File: config.mk
export PLATFORM = sky130hd
export DESIGN_NAME = i2c_slave
export DESIGN_NICKNAME = d
export VERILOG_FILES = /design/src/rtl/i2c_pkg.sv /design/src/rtl/i2c_bus_sync.sv /design/src/rtl/i2c_slave.sv
export SDC_FILE = /design/constraint.sdc
export NUM_CORES = 1
export LEC_CHECK = 0
export CAP_MARGIN = 0
export CORE_MARGIN = 1.5
export CORE_UTILIZATION = 55
export DETAILED_ROUTE_END_ITERATION = 16
export PLACE_DENSITY = 0.8
export SYNTH_ARGS = -nofsm -noshare
export SYNTH_HDL_FRONTEND = slang
export SYNTH_SLANG_ARGS = --single-unit
File: constraint.sdc
create_clock -name clk -period 4.3 [get_ports clk]
set_clock_uncertainty 0.1 [all_clocks]
set_input_delay 0.86 -clock clk [delete_from_list [all_inputs] [get_ports clk]]
set_output_delay 0.86 -clock clk [all_outputs]
set_load 0.05 [all_outputs]
File: src/rtl/i2c_pkg.sv
// Shared I2C definitions: slave FSM encoding, bus ACK/NACK levels and master command codes.
package i2c_pkg;

   localparam logic [3:0] S_IDLE      = 4'd0;
   localparam logic [3:0] S_ADDR      = 4'd1;
   localparam logic [3:0] S_ADDR_ACK  = 4'd2;
   localparam logic [3:0] S_PTR       = 4'd3;
   localparam logic [3:0] S_PTR_ACK   = 4'd4;
   localparam logic [3:0] S_WDATA     = 4'd5;
   localparam logic [3:0] S_WDATA_ACK = 4'd6;
   localparam logic [3:0] S_RDATA     = 4'd7;
   localparam logic [3:0] S_RDATA_ACK = 4'd8;

   localparam logic I2C_ACK  = 1'b0;
   localparam logic I2C_NACK = 1'b1;

   typedef enum logic [2:0] {
      MCMD_NONE,
      MCMD_START,
      MCMD_WRITE,
      MCMD_READ,
      MCMD_STOP
   } i2c_mcmd_e;

   // Open-drain: showing a 0 on the bus means pulling SDA.
   function automatic logic sda_pull(input logic level);
      return (level == 1'b0);
   endfunction

endpackage

File: src/rtl/i2c_bus_sync.sv
// Synchronises raw SCL/SDA into clk and emits single-cycle edge, START and STOP pulses.
module i2c_bus_sync (
   input  logic clk,
   input  logic rst,
   input  logic scl_i,
   input  logic sda_i,
   output logic sda_o,
   output logic scl_rise_o,
   output logic scl_fall_o,
   output logic start_det_o,
   output logic stop_det_o
);

   logic [1:0] scl_sync_q;
   logic [1:0] sda_sync_q;
   logic       scl_hist_q;
   logic       sda_hist_q;
   logic [1:0] arm_q;
   logic       armed;

   always_ff @(posedge clk) begin
      if (rst) begin
         scl_sync_q <= 2'b11;
         sda_sync_q <= 2'b11;
         scl_hist_q <= 1'b1;
         sda_hist_q <= 1'b1;
         arm_q      <= 2'd0;
      end else begin
         scl_sync_q <= {scl_sync_q[0], scl_i};
         sda_sync_q <= {sda_sync_q[0], sda_i};
         scl_hist_q <= scl_sync_q[1];
         sda_hist_q <= sda_sync_q[1];
         if (arm_q != 2'd3) arm_q <= arm_q + 2'd1;
      end
   end

   // Edges stay masked until the history holds a real bus sample, so leaving reset never fakes a START.
   assign armed       = (arm_q == 2'd3);
   assign sda_o       = sda_sync_q[1];
   assign scl_rise_o  = armed &  scl_sync_q[1] & ~scl_hist_q;
   assign scl_fall_o  = armed & ~scl_sync_q[1] &  scl_hist_q;
   assign start_det_o = armed & scl_sync_q[1] & scl_hist_q &  sda_hist_q & ~sda_sync_q[1];
   assign stop_det_o  = armed & scl_sync_q[1] & scl_hist_q & ~sda_hist_q &  sda_sync_q[1];

endmodule

File: src/rtl/i2c_slave.sv
// I2C register-access slave: address match, pointer write, data write with auto-increment, sequential read.
module i2c_slave
   import i2c_pkg::*;
#(
   parameter logic [6:0] SLAVE_ADDR = 7'h55
) (
   input  logic       clk,
   input  logic       rst,
   input  logic       scl_i,
   input  logic       sda_i,
   output logic       sda_t,
   output logic [7:0] reg_addr,
   output logic [7:0] reg_wdata,
   output logic       reg_wr,
   output logic       reg_rd,
   input  logic [7:0] reg_rdata,
   output logic       busy
);

   logic       sda_s, scl_rise, scl_fall, start_det, stop_det;
   logic [3:0] state_q, state_d;
   logic [2:0] cnt_q, cnt_d;
   logic [7:0] sh_q, sh_d;
   logic       rw_q, rw_d;
   logic [1:0] ld_q, ld_d;
   logic       sda_t_q, sda_t_d;
   logic [7:0] addr_q, addr_d;
   logic [7:0] wdata_q, wdata_d;
   logic       wr_q, wr_d;
   logic       rd_q, rd_d;
   logic       busy_q, busy_d;
   logic [7:0] byte_in;
   logic       last_bit;

   i2c_bus_sync u_sync (
      .clk         (clk),
      .rst         (rst),
      .scl_i       (scl_i),
      .sda_i       (sda_i),
      .sda_o       (sda_s),
      .scl_rise_o  (scl_rise),
      .scl_fall_o  (scl_fall),
      .start_det_o (start_det),
      .stop_det_o  (stop_det)
   );

   assign byte_in  = {sh_q[6:0], sda_s};
   assign last_bit = (cnt_q == 3'd7);

   always_comb begin
      state_d = state_q;
      cnt_d   = cnt_q;
      sh_d    = sh_q;
      rw_d    = rw_q;
      ld_d    = ld_q;
      sda_t_d = sda_t_q;
      addr_d  = addr_q;
      wdata_d = wdata_q;
      wr_d    = 1'b0;
      rd_d    = 1'b0;
      busy_d  = busy_q;
      // The pointer advances the cycle after the write strobe has been seen with the old address.
      if (wr_q) addr_d = addr_q + 8'd1;
      if (start_det) begin
         state_d = S_ADDR;
         cnt_d   = 3'd0;
         ld_d    = 2'd0;
         sda_t_d = sda_pull(I2C_NACK);
         busy_d  = 1'b1;
      end else if (stop_det) begin
         state_d = S_IDLE;
         cnt_d   = 3'd0;
         ld_d    = 2'd0;
         sda_t_d = sda_pull(I2C_NACK);
         busy_d  = 1'b0;
      end else begin
         if (scl_rise && (state_q inside {S_ADDR, S_PTR, S_WDATA, S_RDATA})) cnt_d = cnt_q + 3'd1;
         case (state_q)
            S_ADDR: if (scl_rise) begin
               sh_d = byte_in;
               if (last_bit) begin
                  if (byte_in[7:1] == SLAVE_ADDR) begin
                     state_d = S_ADDR_ACK;
                     rw_d    = byte_in[0];
                  end else begin
                     state_d = S_IDLE;
                     busy_d  = 1'b0;
                  end
               end
            end
            S_PTR: if (scl_rise) begin
               sh_d = byte_in;
               if (last_bit) begin
                  addr_d  = byte_in;
                  state_d = S_PTR_ACK;
               end
            end
            S_WDATA: if (scl_rise) begin
               sh_d = byte_in;
               if (last_bit) begin
                  wdata_d = byte_in;
                  wr_d    = 1'b1;
                  state_d = S_WDATA_ACK;
               end
            end
            // ACK is driven from the fall after bit 8 to the fall after bit 9.
            S_ADDR_ACK: begin
               if (scl_fall) begin
                  if (!sda_t_q) begin
                     sda_t_d = sda_pull(I2C_ACK);
                  end else begin
                     sda_t_d = sda_pull(I2C_NACK);
                     state_d = S_PTR;
                  end
               end else if (scl_rise && rw_q) begin
                  state_d = S_RDATA;
                  ld_d    = 2'd1;
               end
            end
            S_PTR_ACK, S_WDATA_ACK: if (scl_fall) begin
               if (!sda_t_q) begin
                  sda_t_d = sda_pull(I2C_ACK);
               end else begin
                  sda_t_d = sda_pull(I2C_NACK);
                  state_d = S_WDATA;
               end
            end
            // ld_q sequences strobe, wait, capture; it completes while SCL is still high after the ACK bit.
            S_RDATA: begin
               case (ld_q)
                  2'd1: begin
                     rd_d = 1'b1;
                     ld_d = 2'd2;
                  end
                  2'd2: ld_d = 2'd3;
                  2'd3: begin
                     sh_d = reg_rdata;
                     ld_d = 2'd0;
                  end
                  default: ;
               endcase
               if (scl_fall) begin
                  sda_t_d = sda_pull(sh_q[7]);
                  sh_d    = {sh_q[6:0], 1'b0};
               end
               if (scl_rise && last_bit) state_d = S_RDATA_ACK;
            end
            S_RDATA_ACK: begin
               if (scl_fall) begin
                  sda_t_d = sda_pull(I2C_NACK);
               end else if (scl_rise) begin
                  if (sda_s == I2C_NACK) begin
                     state_d = S_IDLE;
                  end else begin
                     addr_d  = addr_q + 8'd1;
                     state_d = S_RDATA;
                     ld_d    = 2'd1;
                  end
               end
            end
            S_IDLE:  ;
            default: state_d = S_IDLE;
         endcase
      end
   end

   always_ff @(posedge clk) begin
      if (rst) begin
         state_q <= S_IDLE;
         cnt_q   <= 3'd0;
         ld_q    <= 2'd0;
         sda_t_q <= 1'b0;
         addr_q  <= 8'h00;
         wdata_q <= 8'h00;
         wr_q    <= 1'b0;
         rd_q    <= 1'b0;
         busy_q  <= 1'b0;
      end else begin
         state_q <= state_d;
         cnt_q   <= cnt_d;
         ld_q    <= ld_d;
         sda_t_q <= sda_t_d;
         addr_q  <= addr_d;
         wdata_q <= wdata_d;
         wr_q    <= wr_d;
         rd_q    <= rd_d;
         busy_q  <= busy_d;
      end
      sh_q <= sh_d;
      rw_q <= rw_d;
   end

   assign sda_t     = sda_t_q;
   assign reg_addr  = addr_q;
   assign reg_wdata = wdata_q;
   assign reg_wr    = wr_q;
   assign reg_rd    = rd_q;
   assign busy      = busy_q;

endmodule

Yosys cells after proc, flatten, opt, wreduce, memory -nomap -nowiden
Cells that the tools add are included.
- input port bits: 12
- register bits: 46
- mux-type cells: 52
- eq/ne operators: 52
- bitwise gates (word level): 20
- reduce and logical (&&, ||, !) cells: 25
- add/sub/neg operators: 3
- operator list (kind ; number):
    two-way mux 8 bit ; 11
    two-way mux 4 bit ; 14
    != test 4 bit (second input constant) ; 10
    != test 2 bit (second input constant) ; 16
    one-hot mux 4 bit (8 select lines) ; 1
    one-hot mux 8 bit (2 select lines) ; 2
    AND reduction 14 bit ; 2
    == test 4 x 3 -> 1 bit (second input constant) ; 4
    nonzero test 3 bit ; 5
    two-way mux 1 bit ; 14
    two-way mux 2 bit ; 6
    != test 3 bit (second input constant) ; 4
    one-hot mux 2 bit (3 select lines) ; 2
    NOT 1 bit ; 11
    != test 5 bit (second input constant) ; 2
    AND reduction 5 bit ; 2
    bitwise AND 1 bit ; 9
    OR reduction 3 bit ; 3
    adder 8 x 1 -> 8 bit (second input constant) ; 1
    == test 4 x 2 -> 1 bit (second input constant) ; 2
    AND reduction 4 bit ; 2
    == test 7 bit (second input constant) ; 1
    AND reduction 7 bit ; 1
    == test 2 bit (second input constant) ; 3
    20 further kinds ; 24

Logic depth before layout (Yosys ltp)
- word-level depth: 9
- mapped depth: 8
- gate-level depth less buffers: 7

By module
From an unflattened synthesis, not the netlist that was laid out.
- cells, all modules: 271
- area total of the unflattened synthesis: 2496.1 µm²
- modules (own cells, without submodules) (module ; area each (µm²) ; seq. area each (µm²) ; instances ; cells each):
    i2c_slave ; 2207.1 ; 850.8 ; 1 ; 246
    i2c_bus_sync ; 289.0 ; 160.2 ; 1 ; 25

Worst setup path after synthesis
Ideal clock, no wire load.
- path type: reg-to-reg
- from: register u_sync.arm_q[0]
- to: register sh_q[0] (enable)
- cell stages (with the launch flop): 7
- slack: 1.887 ns
- arrival: 1.918 ns
- data required time: 3.805 ns
- cell sequence: dfxtp_1 ha_1 buf_2 nand3b_1 nand2_1 a21oi_1 nor4_1
- cells in the longest elaborated chain, start to end: 7
- elaborated cells between the ends (all ways): 15
- RTL lines (item ; line ; text):
    from (decl) ; i2c_bus_sync.sv:18 ; logic [1:0] arm_q;
    from (signal assigned) ; i2c_bus_sync.sv:33 ; if (arm_q != 2'd3) arm_q <= arm_q + 2'd1;
    == test 2 bit (*) ; i2c_bus_sync.sv:38 ; assign armed = (arm_q == 2'd3);
    bitwise AND 1 bit ; i2c_bus_sync.sv:40, i2c_bus_sync.sv:42, i2c_bus_sync.sv:43 ;
    bitwise AND 1 bit ; i2c_bus_sync.sv:42, i2c_bus_sync.sv:43 ;
    bitwise AND 1 bit, on equally long branches (2 in a row) ; i2c_bus_sync.sv:43, i2c_bus_sync.sv:42 ;
    NOT 1 bit (no line) ; n/a ;
    AND reduction 5 bit (no line) (*) ; n/a ;
    to (signal assigned) ; i2c_slave.sv:189 ; sh_q <= sh_d;
    to (decl) ; i2c_slave.sv:23 ; logic [7:0] sh_q, sh_d;
Mark *: on every way between the ends. The rest lies on a longest branch, timed or not.
A chain may end at the register's enable or synchronous reset.

Worst setup path after layout
- from: register wr_q, in the netlist reg_wr
- to: output port reg_wr
- RTL lines (item ; line ; text):
    from (decl) ; i2c_slave.sv:29 ; logic wr_q, wr_d;
    from (signal assigned) ; i2c_slave.sv:185 ; wr_q <= wr_d;
    to (decl) ; i2c_slave.sv:14 ; output logic reg_wr,
No word-level cell between the ends.

==> flow_summary_export.csv <==
group,metric,value,unit
status,status,"finished, final reports clean",
sta,period_needed,2753,ps
critical_path,arrival,1790,ps
critical_path,critPathTopFamily,"buffers and inverters",
critical_path,start_kind,"register",
clocking,clkTransAtPathRegs,90,ps
clocking,cts_resized,0,
clocking,cts_buffer_depth,2,
logic_synthesis,mappedNetlistArea,2434,um^2
clocking,htree_levels,2,
power_and_ir_drop,ir_drop,0.0003082,V
sta,fin_setup_tns,0,ps
logic_synthesis,synthCells,254,
floorplan,die_w,69.52,um
grt,grt_pass1_vias,1912,
drt,routed_wl,5508,um
min_path,hp-class,"reg2reg",
clocking,cts.sinks,46,
critical_path,path_class,"reg2out",
drt,vias,2012,
drt,drtAntennaViolNets,0,
cells_and_area,area.growth.synth_to_final,16.97,%
floorplan,initial_core_util,56.67,%
sta,fmax,363.3,MHz
critical_path,worstPathCellList,"clkdlybuf4s50_1",
power_and_ir_drop,p_int,664.9,uW
cells_and_area,drive_gt1_share,10.79,%
critical_path,ff2ff_path_depth,6,
drt,wl_per_cell,16.69,um
floorplan,core_area,4294,um^2
floorplan,die_y,69.52,um
sta,slew_violations,0,
grt,antenna_found_initial,0,
clocking,cts_setup_buffers,0,
drt,drt_iter0_markers,181,
place,dpl-instance-area,2736,um^2
floorplan,io_pins,32,
clocking,hold_buffers,0,
logic_synthesis,synth.area.top_cells,"dfxtp_1 30%, edfxtp_1 11%, mux2i_1 4.1%",
logic_synthesis,synthArstFlopShare,0,%
clocking,clock_latency,310,ps
place,portBuffers,31,
place,place_congestion,0.9241,
drt,first_pass_iters,5,
grt,grt_max_degree,27,
power_and_ir_drop,seqPwrFrac,52.6,%
logic_synthesis,yosysUniqueCellTypes,60,
cells_and_area,nNetsFinal,293,
clocking,numCtsBuffers,5,
critical_path,cp_num_cells,1,
min_path,hold_depth,1,
critical_path,cp-end-kind,"output port",
critical_path,critical_path.n_buffers_inverters,1,
logic_synthesis,synth_seq_area_share,41.54,%
drt,viasPerCell,6.097,
logic_synthesis,ys_warn_count,0,
flow_run,cap_violations,0,
sta,rsz0062_at_grt,"no",
drt,drc,0,
sta,max_slew_margin,43.75,%
grt,gr-total-overflow,0,
cells_and_area,fin_area,2846,um^2
power_and_ir_drop,p_per_area,312.9,nW/um^2
logic_synthesis,synth_edf_count,9,
power_and_ir_drop,p_comb_share,11.4,%
grt,grt_usage,24.33,%
place,place_hpwl,3872,um
logic_synthesis,syn_avg_cell_area,9.581,um^2
floorplan,die_area,4833,um^2
power_and_ir_drop,power.share.clock,36.0,%
sta,fin_crit_sh,64.01,%
logic_synthesis,yosys.area.top_type,"dfxtp_1",
logic_synthesis,synth_seq_cells,46,
sta,tightest_slew,841.2,ps
critical_path,crit_fanout,10,
logic_synthesis,syn-num-nets,270,
cells_and_area,antennaDiodeCount,0,
floorplan,row_count,24,
sta,finalSetupViolations,0,
critical_path,cpPeakStageDelay,890,ps
power_and_ir_drop,switching_share,25.34,%
clocking,ctsRootBufferMaster,"clkbuf_8",
sta,hold_viol,0,
grt,grt_pass1_wl,9397,um
clocking,tritoncts,"yes",
power_and_ir_drop,total_leakage_power,0.0009429,uW
logic_synthesis,synthMostInstantiatedCell,"dfxtp_1",
logic_synthesis,synth_common_cells,"37 x dfxtp_1, 23 x nor2_1, 11 x nand3_1",
critical_path,cpMaxStageDelayCell,"clkdlybuf4s50_1",
critical_path,cp.required,3340,ps
power_and_ir_drop,total_power,890.6,uW
logic_synthesis,synthFlopType,"dfxtp_1",
logic_synthesis,synth_top_area_share,30.44,%
power_and_ir_drop,p_switching,225.7,uW
[area by class of cell]
| cell class | instances | area (um^2) |
|---|---|---|
| fill | 372 | 1448 |
| multi-input combinational | 188 | 1328 |
| sequential | 46 | 1011 |
| timing repair buffer | 32 | 317.8 |
| clock buffer | 6 | 72.57 |
| tap | 52 | 65.06 |
| clock inverter | 2 | 37.54 |
| inverter | 4 | 15.01 |
[per-layer routing]
metal | up-vias | part of all wire (%) | GRT usage [%]
li1 | 984 | - | -
met1 | 954 | 45 | 34.21
met2 | 69 | 48 | 37.18
met3 | 5 | 6.2 | 5.523
met4 | 0 | 1.1 | 8.061
met5 | - | 0 | 0
[cells in the final DEF (no fill, tap or decap), types with 8 or more instances in the layout]
cell type / count
nand2_1: 10
xor2_1: 9
dfxtp_1: 37
mux2i_1: 10
edfxtp_1: 9
a21oi_1: 9
or2_2: 8
nor2_1: 23
nand3_1: 11
clkdlybuf4s50_1: 31
[state kept, by name, indices dropped and copies added, names as in the netlist, 3 cells and up]
name	cells
state_q	4
reg_wdata	8
sh_q	8
reg_addr	8
cnt_q	3
[power groups by stage]
stage / Combinational [uW] / Sequential (uW) / Clock [uW]
2_1_floorplan: 85.5 / 465 / 0
3_3_place_gp: 97.0 / 477 / 0
3_5_place_dp: 99.6 / 478 / 0
4_1_cts: 100 / 468 / 325
5_1_grt: 114 / 471 / 340
6_report: 102 / 468 / 321
[cells by family (layout without fill, tap and decap cells)]
logic type               Yosys count  after routing  share of synthesized area [%]
buffers and inverters             20             44                          3.907
AO/OA/AOI/OAI                     51             51                          14.91
adder cells (fa/ha/maj)            5              5                          2.468
flip-flops                        46             46                          41.54
multiplexers                      17             17                          7.353
XOR/XNOR                          16             16                          5.759
AND/OR/NAND/NOR                   99             99                          24.06
[per-stage QoR]
| step | cells | setup slack, ps | hold WS [ps] | utilization (%) |
|---|---|---|---|---|
| final | 330 | 1547 | 321.3 | 66.29 |
| after detailed placement | 322 | 1358 | 299.4 | 63.72 |
| after CTS | 330 | 1553 | 321.5 | 66.29 |
| after global routing | 330 | 1525 | 329.9 | 66.29 |
| after global placement | 322 | 1377 | 291.6 | 63.72 |
| after floorplan | 254 | 1887 | 289.5 | - |
[worst paths after layout]
| path | from | end | slack [ps] |
|---|---|---|---|
| worst max-delay path | reg_wr | reg_wr | 1550 |
| worst min-delay path | u_sync.scl_sync_q[0] | u_sync.scl_sync_q[1] | 320 |
| worst max register to register | u_sync.arm_q[0] | reg_wdata[5] | 1790 |
| worst min register to register | u_sync.scl_sync_q[0] | u_sync.scl_sync_q[1] | 320 |
No activity file was read; power rests on OpenSTA's default activity.
